## config.mk

```make
export PLATFORM = sky130hd
export DESIGN_NAME = hazard_ctrl
export DESIGN_NICKNAME = d
export VERILOG_FILES = /design/src/rtl/hazard_ctrl.sv
export SDC_FILE = /design/constraint.sdc
export NUM_CORES = 1
export LEC_CHECK = 0
export BUFFER_PORTS_ARGS = -buffer_cell sky130_fd_sc_hd__buf_4
export CAP_MARGIN = 20
export CORE_MARGIN = 1
export CORE_UTILIZATION = 45
export DETAILED_ROUTE_END_ITERATION = 8
export HOLD_SLACK_MARGIN = 0.03
export PLACE_DENSITY_LB_ADDON = 0.05
export SETUP_SLACK_MARGIN = 0.1
export SKIP_CTS_REPAIR_TIMING = 1
export SLEW_MARGIN = 5
export SYNTH_ARGS = -nofsm -noshare
export SYNTH_HDL_FRONTEND = slang
export SYNTH_SLANG_ARGS = --single-unit
```

## constraint.sdc

```tcl
create_clock -name clk -period 4.4 [get_ports clk]
set_input_delay 0.44 -clock clk [delete_from_list [all_inputs] [get_ports clk]]
set_output_delay 0.44 -clock clk [all_outputs]
set_load 0.01 [all_outputs]
```

## src/rtl/hazard_ctrl.sv

```systemverilog
`default_nettype none
// ============================================================================
// Module   : hazard_ctrl
// Brief    : Load-use / taken-branch / multi-cycle MUL-DIV stall sequencer
//            for the 5-stage core. Optional stall counter: HAZARD_STALL_CNT_EN.
// Revision : 1.0 - initial release
// ============================================================================
module hazard_ctrl #(
    parameter int MD_TIMEOUT = 64,
    parameter int TMO_W      = 7,
    parameter int CNT_W      = 16
) (
    input  logic             clk,
    input  logic             reset,
    input  logic [4:0]       IF_ID_Rs1,
    input  logic [4:0]       IF_ID_Rs2,
    input  logic             IF_ID_UsesRs2,
    input  logic [4:0]       ID_EX_Rd,
    input  logic             ID_EX_MemRead,
    input  logic             ID_EX_MulDiv,
    input  logic             Branch_Taken,
    input  logic             MD_Done,
    output logic             MD_Start,
    output logic             PC_Write,
    output logic             IF_ID_Write,
    output logic             IF_ID_Flush,
    output logic             ID_EX_Write,
    output logic             ID_EX_Flush,
    output logic             EX_MEM_Flush,
    output logic             MD_Error,
    output logic [CNT_W-1:0] Stall_Count
);

    localparam logic [0:0]       c_ST_RUN     = 1'b0;
    localparam logic [0:0]       c_ST_MD_WAIT = 1'b1;
    localparam logic [TMO_W-1:0] c_WDOG_LAST  = TMO_W'(MD_TIMEOUT - 1);

    logic [0:0]       r_state;
    logic [0:0]       w_state_nxt;
    logic [TMO_W-1:0] r_wdog;
    logic [TMO_W-1:0] w_wdog_nxt;
    logic             r_md_error;
    logic             w_md_error_nxt;
    logic             w_load_use;

    assign w_load_use = ID_EX_MemRead && (ID_EX_Rd != 5'd0) &&
                        ((ID_EX_Rd == IF_ID_Rs1) ||
                         (IF_ID_UsesRs2 && (ID_EX_Rd == IF_ID_Rs2)));

    always_ff @(posedge clk or posedge reset) begin
        if (reset) begin
            r_state    <= c_ST_RUN;
            r_wdog     <= '0;
            r_md_error <= 1'b0;
        end else begin
            r_state    <= w_state_nxt;
            r_wdog     <= w_wdog_nxt;
            r_md_error <= w_md_error_nxt;
        end
    end

    // Outputs are decoded in the same cycle; while reset is high they are
    // forced to the free-running defaults so an aborted wait releases at once.
    always_comb begin
        MD_Start       = 1'b0;
        PC_Write       = 1'b1;
        IF_ID_Write    = 1'b1;
        IF_ID_Flush    = 1'b0;
        ID_EX_Write    = 1'b1;
        ID_EX_Flush    = 1'b0;
        EX_MEM_Flush   = 1'b0;
        w_state_nxt    = r_state;
        w_wdog_nxt     = r_wdog;
        w_md_error_nxt = r_md_error;
        if (!reset) begin
            case (r_state)
                c_ST_RUN: begin
                    w_wdog_nxt = '0;
                    if (Branch_Taken) begin
                        IF_ID_Flush = 1'b1;
                        ID_EX_Flush = 1'b1;
                    end else if (ID_EX_MulDiv) begin
                        MD_Start     = 1'b1;
                        PC_Write     = 1'b0;
                        IF_ID_Write  = 1'b0;
                        ID_EX_Write  = 1'b0;
                        EX_MEM_Flush = 1'b1;
                        w_state_nxt  = c_ST_MD_WAIT;
                    end else if (w_load_use) begin
                        PC_Write    = 1'b0;
                        IF_ID_Write = 1'b0;
                        ID_EX_Flush = 1'b1;
                    end
                end
                c_ST_MD_WAIT: begin
                    if (MD_Done) begin
                        w_state_nxt = c_ST_RUN;
                        w_wdog_nxt  = '0;
                    end else if (r_wdog >= c_WDOG_LAST) begin
                        w_state_nxt    = c_ST_RUN;
                        w_wdog_nxt     = '0;
                        w_md_error_nxt = 1'b1;
                    end else begin
                        PC_Write     = 1'b0;
                        IF_ID_Write  = 1'b0;
                        ID_EX_Write  = 1'b0;
                        EX_MEM_Flush = 1'b1;
                        w_wdog_nxt   = r_wdog + 1'b1;
                    end
                end
                default: begin
                    w_state_nxt = c_ST_RUN;
                    w_wdog_nxt  = '0;
                end
            endcase
        end
    end

    assign MD_Error = r_md_error;

`ifdef HAZARD_STALL_CNT_EN
    logic [CNT_W-1:0] r_stall_cnt;

    // Saturating: a long-running count must never wrap back to a small value.
    always_ff @(posedge clk or posedge reset) begin
        if (reset) begin
            r_stall_cnt <= '0;
        end else if (!PC_Write && !(&r_stall_cnt)) begin
            r_stall_cnt <= r_stall_cnt + 1'b1;
        end
    end

    assign Stall_Count = r_stall_cnt;
`else
    assign Stall_Count = '0;
`endif

endmodule
`default_nettype wire
```

# [Word level (Yosys, flattened, before mapping)]
# Index checks and enable logic that the tools add are counted.
[totals] ff_bits=9 input_bits=22 output_inout_bits=24 wordCells=46
[classes] n_addsub=1 magnitude_cmp=1 n_eq_ne=2 n_mux=30 bitwise_logic=3 reduce_logical=6
[ops] op="two-way mux 1 bit" count=24
[ops] op="two-way mux 7 bit" count=2
[ops] op="one-hot mux 7 bit (2 select lines)" count=1
[ops] op="== test 5 bit" count=2
[ops] op="adder 7 x 1 -> 7 bit, second input constant" count=1
[ops] op="greater-or-equal comparator 7 x 6 -> 1 bit, second input constant" count=1
[ops] op="one-hot mux 1 bit (2 select lines)" count=3
[ops] op="nonzero test 5 bit" count=1
[ops] op="AND reduction 4 bit" count=1
[ops] op="logical AND 1 bit" count=3
[ops] op="inverter 1 bit" count=3
[ops] op="logical OR 1 bit" count=1

# [Longest topological paths before layout]
# Gate-level depths: netlist of the first run.
[logic_depth] word_depth=9 ltp_mapped=6 depth_no_buf=5

# [Worst setup path before layout of the first run]
# No wires, ideal clock.
[synth_timing] path_type="register -> output" start="register r_wdog[0]" end="output port PC_Write" t_arrival_ns=1.594 required_ns=3.960 setup_slack_ns=2.366 stages_incl_launch_ff=7 n_path_buf=1 cell_sequence="dfrtp_1 -> ha_1 -> a21o_1 -> a2111oi_4 -> nor2_2 -> o21a_1 -> buf_4"
[synth_via] elab_chain_cells=5
[synth_rtl] element="start, declared" line="40" source="logic [TMO_W-1:0] r_wdog;"
[synth_rtl] element="start signal, assigned" line="57" source="r_wdog <= w_wdog_nxt;"
[synth_rtl] element="greater-or-equal comparator 7 x 6 -> 1 bit" line="99" source="end else if (r_wdog >= c_WDOG_LAST) begin"
[synth_rtl] element="two-way mux 1 bit (2 in series)"
[synth_rtl] element="one-hot mux 1 bit (2 select lines)"
[synth_rtl] element="two-way mux 1 bit"
[synth_rtl] element="end, declared" line="24" source="output logic PC_Write,"
# Every way passes these cells.

# [Worst setup path in the final report of the first run]
[layout_timing] start="register r_wdog[0]" end="output port IF_ID_Write"
[layout_via] elab_chain_cells=5
[layout_rtl] element="greater-or-equal comparator 7 x 6 -> 1 bit" line="99"
[layout_rtl] element="two-way mux 1 bit" line="99"
[layout_rtl] element="two-way mux 1 bit" line="96" source="if (MD_Done) begin"
[layout_rtl] element="one-hot mux 1 bit (2 select lines)" line="76" source="case (r_state)"
[layout_rtl] element="two-way mux 1 bit" line="75" source="if (!reset) begin"
[layout_rtl] element="end, declared" line="25" source="output logic IF_ID_Write,"
# Every way passes these cells.

==> results of run 1 <==
-- logic make-up after synthesis --
| logic type | after synthesis |
|---|---|
| fa+ha+maj | 1 |
| mux | 1 |
| flops | 9 |
| simple gates | 23 |
| buf+inv | 22 |
| other cells | 1 |
| compound gates | 11 |
| xor+xnor | 14 |
-- critical path: stages (launching register included) --
cell	delay, ns
dfrtp_1	0.41
ha_1	0.22
a21o_1	0.20
a2111oi_4	0.40
nor2_2	0.11
o21a_1	0.13
buf_4	0.14
-- report_power, final --
group	total, mW	leakage, nW	internal, mW	switching [mW]
sequential	0.0894	0.119	0.0854	0.00401
clock	0.0621	0.0150	0.0348	0.0272
combinational	0.0600	0.357	0.0302	0.0298
-- cells in the final DEF (no fill, tap or decap), types with 3 or more instances in the layout --
| master | n |
|---|---|
| nor3_1 | 3 |
| buf_4 | 29 |
| xnor2_1 | 3 |
| dfrtp_1 | 9 |
| inv_1 | 4 |
| xor2_1 | 11 |
| nand2_1 | 3 |
| clkbuf_4 | 3 |
| nor2_1 | 6 |
| conb_1 | 16 |
-- per-layer routing --
metal,global-route usage,up-vias
li1,-,309
met1,0.182,246
met2,0.245,35
met3,0.0213,4
met4,0.0788,0
met5,0,-
-- sequential cells by signal (all words and copies together), names as in the netlist --
name / cells
MD_Error: 1
r_state: 1
r_wdog: 7
-- metrics by stage --
step | cell area, um^2 | util | setup slack (ns)
4_1_cts | 950 | 0.616 | 2.08
6_report | 950 | 0.616 | 2.09
5_1_grt | 950 | 0.616 | 1.97
3_3_place_gp | 923 | 0.599 | 2.40
2_1_floorplan | 818 | - | 2.37
3_5_place_dp | 923 | 0.599 | 2.38
-- layout make-up --
class / count / area [um^2] / area share
Multi-Input combinational cell: 66 / 445 / 0.469
Sequential cell: 9 / 225 / 0.237
Timing Repair Buffer: 29 / 218 / 0.229
Clock buffer: 4 / 26.3 / 0.0277
Tap cell: 16 / 20.0 / 0.0211
Inverter: 4 / 15.0 / 0.0158
-- final timing paths --
check / from / to / slack (ns) / cells past startpoint
max in group asynchronous: reset / r_wdog[2] / 3.94 / 2
worst max register to register: r_wdog[0] / r_wdog[1] / 2.91 / 4
min in group clk: MD_Error / MD_Error / 0.46 / 2
worst min-delay path: reset / r_state / 0.21 / 2
worst min register to register: MD_Error / MD_Error / 0.46 / 2
worst max-delay path: r_wdog[0] / IF_ID_Write / 2.09 / 6
==> flow_metrics.tcl, run 1 <==
set metrics [dict create \
    synth_xor_area_frac 0.161 \
    clkTransAtPathRegs_ns 0.06 \
    nFillCells 137 \
    die_w_um 43.2 \
    cts-root-buf "clkbuf_4" \
    cts_tree "yes" \
    hpwl_um 1110 \
    skew_ns 0.00283 \
    dieArea_mm2 0.00186 \
    synth.most_common_cell "buf_4" \
    power_mw 0.211 \
    synth-edff-count 0 \
    vias 594 \
    top_layer_used "met4" \
    grtUsageTotal 0.148 \
    initial_core_util 0.494 \
    finalMaxSlewViolations 0 \
    dp_cells 124 \
    ys_seq_area_frac 0.296 \
    drv_cap 0 \
    yosys_register_bits 9 \
    routedLengthMet1_um 536 \
    start_kind "flop" \
    fin_cells 128 \
    clock_latency_ns 0.25 \
    worstSetupEndpointType "output pin" \
    yosysTopAreaCellShare 0.296 \
    grt_max_degree 14 \
    syn_area_per_cell_um2 9.29 \
    route.met3.wl_um 103 \
    ys_warn_count 0 \
    yosys.area.top_type "dfrtp_1" \
    hold_viol_final 0 \
    pin_count 46 \
    core_mm2 0.00154 \
    ys_types 34 \
    cts_max_level 1 \
    setup_viol 0 \
    yosys-top-cells-area "dfrtp_1, buf_4, xor2_1, a2111oi_4, xnor2_1" \
    fin_hold_ws_ns 0.211 \
    fin_tns_setup_ns 0 \
    num_rows 14 \
    wl_met2_um 613 \
    synth-simple-area-share 0.172 \
    viasPerCell 4.64 \
    gr-total-overflow 0 \
    place_congestion 0.762 \
    async_flop_share 1.00 \
    drive_above_1_share 0.348 \
    required_ns 3.96 \
    finalWirelength_um 1280 \
    syn_inst 82 \
    drtAntennaViolNets 0 \
    status "finished, final reports clean" \
    wl_per_cell_um 9.98 \
    cp.arrival_ns 1.87 \
    chipHeight_um 43.2 \
    fmaxAchievable_mhz 433 \
    rsz0062_at_grt "no" \
    synth_common_cells "buf_4, xor2_1, dfrtp_1, nor2_1, inv_1" \
    final_nets 136 \
    drc 0 \
    first_iter_violations 4 \
    antenna_found_initial 0 \
    cts_buffers 3 \
    synth-compound-area-share 0.141 \
    worstPathMaxFanout 4 \
    area_delta_synth_final_pct 24.6 \
    firstDrtPassIters 3 \
    grt_pass1_wl_um 2080 \
    num_antenna_cells 0 \
    vdd_drop_max_mv 0.101 \
    min_period_ns 2.31 \
    period_share 0.525 \
    numPortBuffers 29 \
    synth_area_um2 762 \
    hold_class "input pin to asynchronous set/reset pin" \
    powerDensity_mw_per_mm2 223 \
    first_global_vias 542 \
    synthMuxAreaShare 0.0148 \
    synth_top_family_by_area "buffers and inverters" \
    clockBufferDepth 2 \
    synthFlopType "dfrtp_1" \
    synth_adder_area_share 0.0164 \
    crit_type "flop to output pin" \
    clock-sinks 9 \
    leakage_nw 0.491 \
]
No activity file was read; power rests on OpenSTA's default activity.
==> run 2: changes to the inputs <==
Settings changed: CORE_UTILIZATION 45 to 42.
Clock period 4.4 ns to 2.4 ns, I/O delays scaled along.
==> run 2 against run 1 <==
Net effect: combinational power rose by 85%; clock skew rose by 0.0021 ns; design area rose by 1.2%; clock power rose by 80%; wire length rose by 12%; sequential power rose by 83%.
==> flow_metrics.tcl, run 2 (synthesis results as in run 1) <==
set metrics [dict create \
    crit_start "r_wdog[0]" \
    hold_viol_final 0 \
    worstSetupEndpointType "output pin" \
    nFillCells 184 \
    regArea_um2 225 \
    wl_per_cell_um 10.4 \
    drive_above_1_share 0.348 \
    final_cell_mix "buf_4, conb_1, xor2_1" \
    viasPerCell 4.46 \
    clockBufferDepth 2 \
    vias 611 \
    setup_viol 0 \
    cts_max_level 1 \
    crit_chain "ha_1, a21o_1, a2111oi_4, nor2_2, o21a_1, buf_4" \
    chipHeight_um 44.6 \
    antenna_found_initial 0 \
    grt_pass1_wl_um 2240 \
    top_register "r_wdog" \
    clock_latency_ns 0.25 \
    multi_input_area_um2 445 \
    area_delta_synth_final_pct 26.1 \
    hold_class "input pin to asynchronous set/reset pin" \
    worstPathMaxFanout 4 \
    powerDensity_mw_per_mm2 402 \
    path_buf_inv 1 \
    final_nets 136 \
    critPathMaxStageDelay_ns 0.42 \
    required_ns 2.16 \
    cts_buffers 3 \
    finalMaxSlewViolations 0 \
    vdd_drop_max_mv 0.218 \
    skew_ns 0.00491 \
    finalWirelength_um 1430 \
    numPortBuffers 29 \
    die_w_um 44.6 \
    pin_count 46 \
    cts_tree "yes" \
    cts-root-buf "clkbuf_4" \
    largest_reg_flops 7 \
    fin_tns_setup_ns 0 \
    gr-total-overflow 0 \
    grtUsageTotal 0.155 \
    power_mw 0.387 \
    first_iter_violations 6 \
    clock-sinks 9 \
    leakage_nw 0.491 \
    start_kind "flop" \
    num_rows 15 \
    r2r_start "r_wdog[0]" \
    hpwl_um 1210 \
    cp.arrival_ns 1.89 \
    min_period_ns 2.13 \
    crit_family "compound AO/OA/AOI/OAI gates" \
    clkTransAtPathRegs_ns 0.06 \
    place_congestion 0.703 \
    dieArea_mm2 0.00199 \
    rsz0062_at_grt "no" \
    grt_max_degree 14 \
    final_common_cell "buf_4" \
    period_share 0.887 \
    cpMaxStageDelayCell "a2111oi_4" \
    initial_core_util 0.446 \
    drc 0 \
    crit_type "flop to output pin" \
    firstDrtPassIters 5 \
    first_global_vias 539 \
    core_mm2 0.00171 \
    num_antenna_cells 0 \
    drv_cap 0 \
    fmaxAchievable_mhz 470 \
    status "finished, final reports clean" \
    drtAntennaViolNets 0 \
]
==> run 2: report_power, final <==
group          switching [mW]  leakage (nW)  internal, mW  total (mW)
clock                  0.0484        0.0150        0.0638       0.112
combinational          0.0554         0.357        0.0553       0.111
sequential            0.00721         0.119         0.157       0.164
==> run 2: worst paths after layout <==
path / end / slack, ns / cells past startpoint
max: IF_ID_Write / 0.27 / 6
min: r_wdog[4] / 0.02 / 2
max reg2reg: r_wdog[0] / 0.89 / 4
min reg2reg: MD_Error / 0.47 / 2
max in group asynchronous: r_wdog[3] / 2.12 / 2
min in group clk: r_state / 0.29 / 3
==> run 2: layout make-up <==
| cell class | count | area share |
|---|---|---|
| clock buffer | 4 | 0.0273 |
| inverter | 4 | 0.0156 |
| multi-input combinational | 66 | 0.464 |
| sequential | 9 | 0.234 |
| tap | 25 | 0.0326 |
| timing repair buffer | 29 | 0.227 |
==> run 2: routing by layer <==
metal	wire (um)	vias up	GRT usage
met2	749	35	0.268
met1	594	266	0.186
li1	-	306	-
met3	71	4	0.0490
met4	14	0	0.0364
met5	0	-	0
==> run 2: stage by stage <==
stage                     cells  utilization  cell area [um^2]  hold WS [ns]  worst slack [ns]
after global placement      133        0.547               935         0.304             0.603
after CTS                   137        0.563               961        0.0270             0.263
after global routing        137        0.563               961        0.0547             0.185
after detailed placement    133        0.547               935         0.306             0.549
after floorplan              97            -               818         0.229             0.566
final                       137        0.563               961        0.0246             0.272
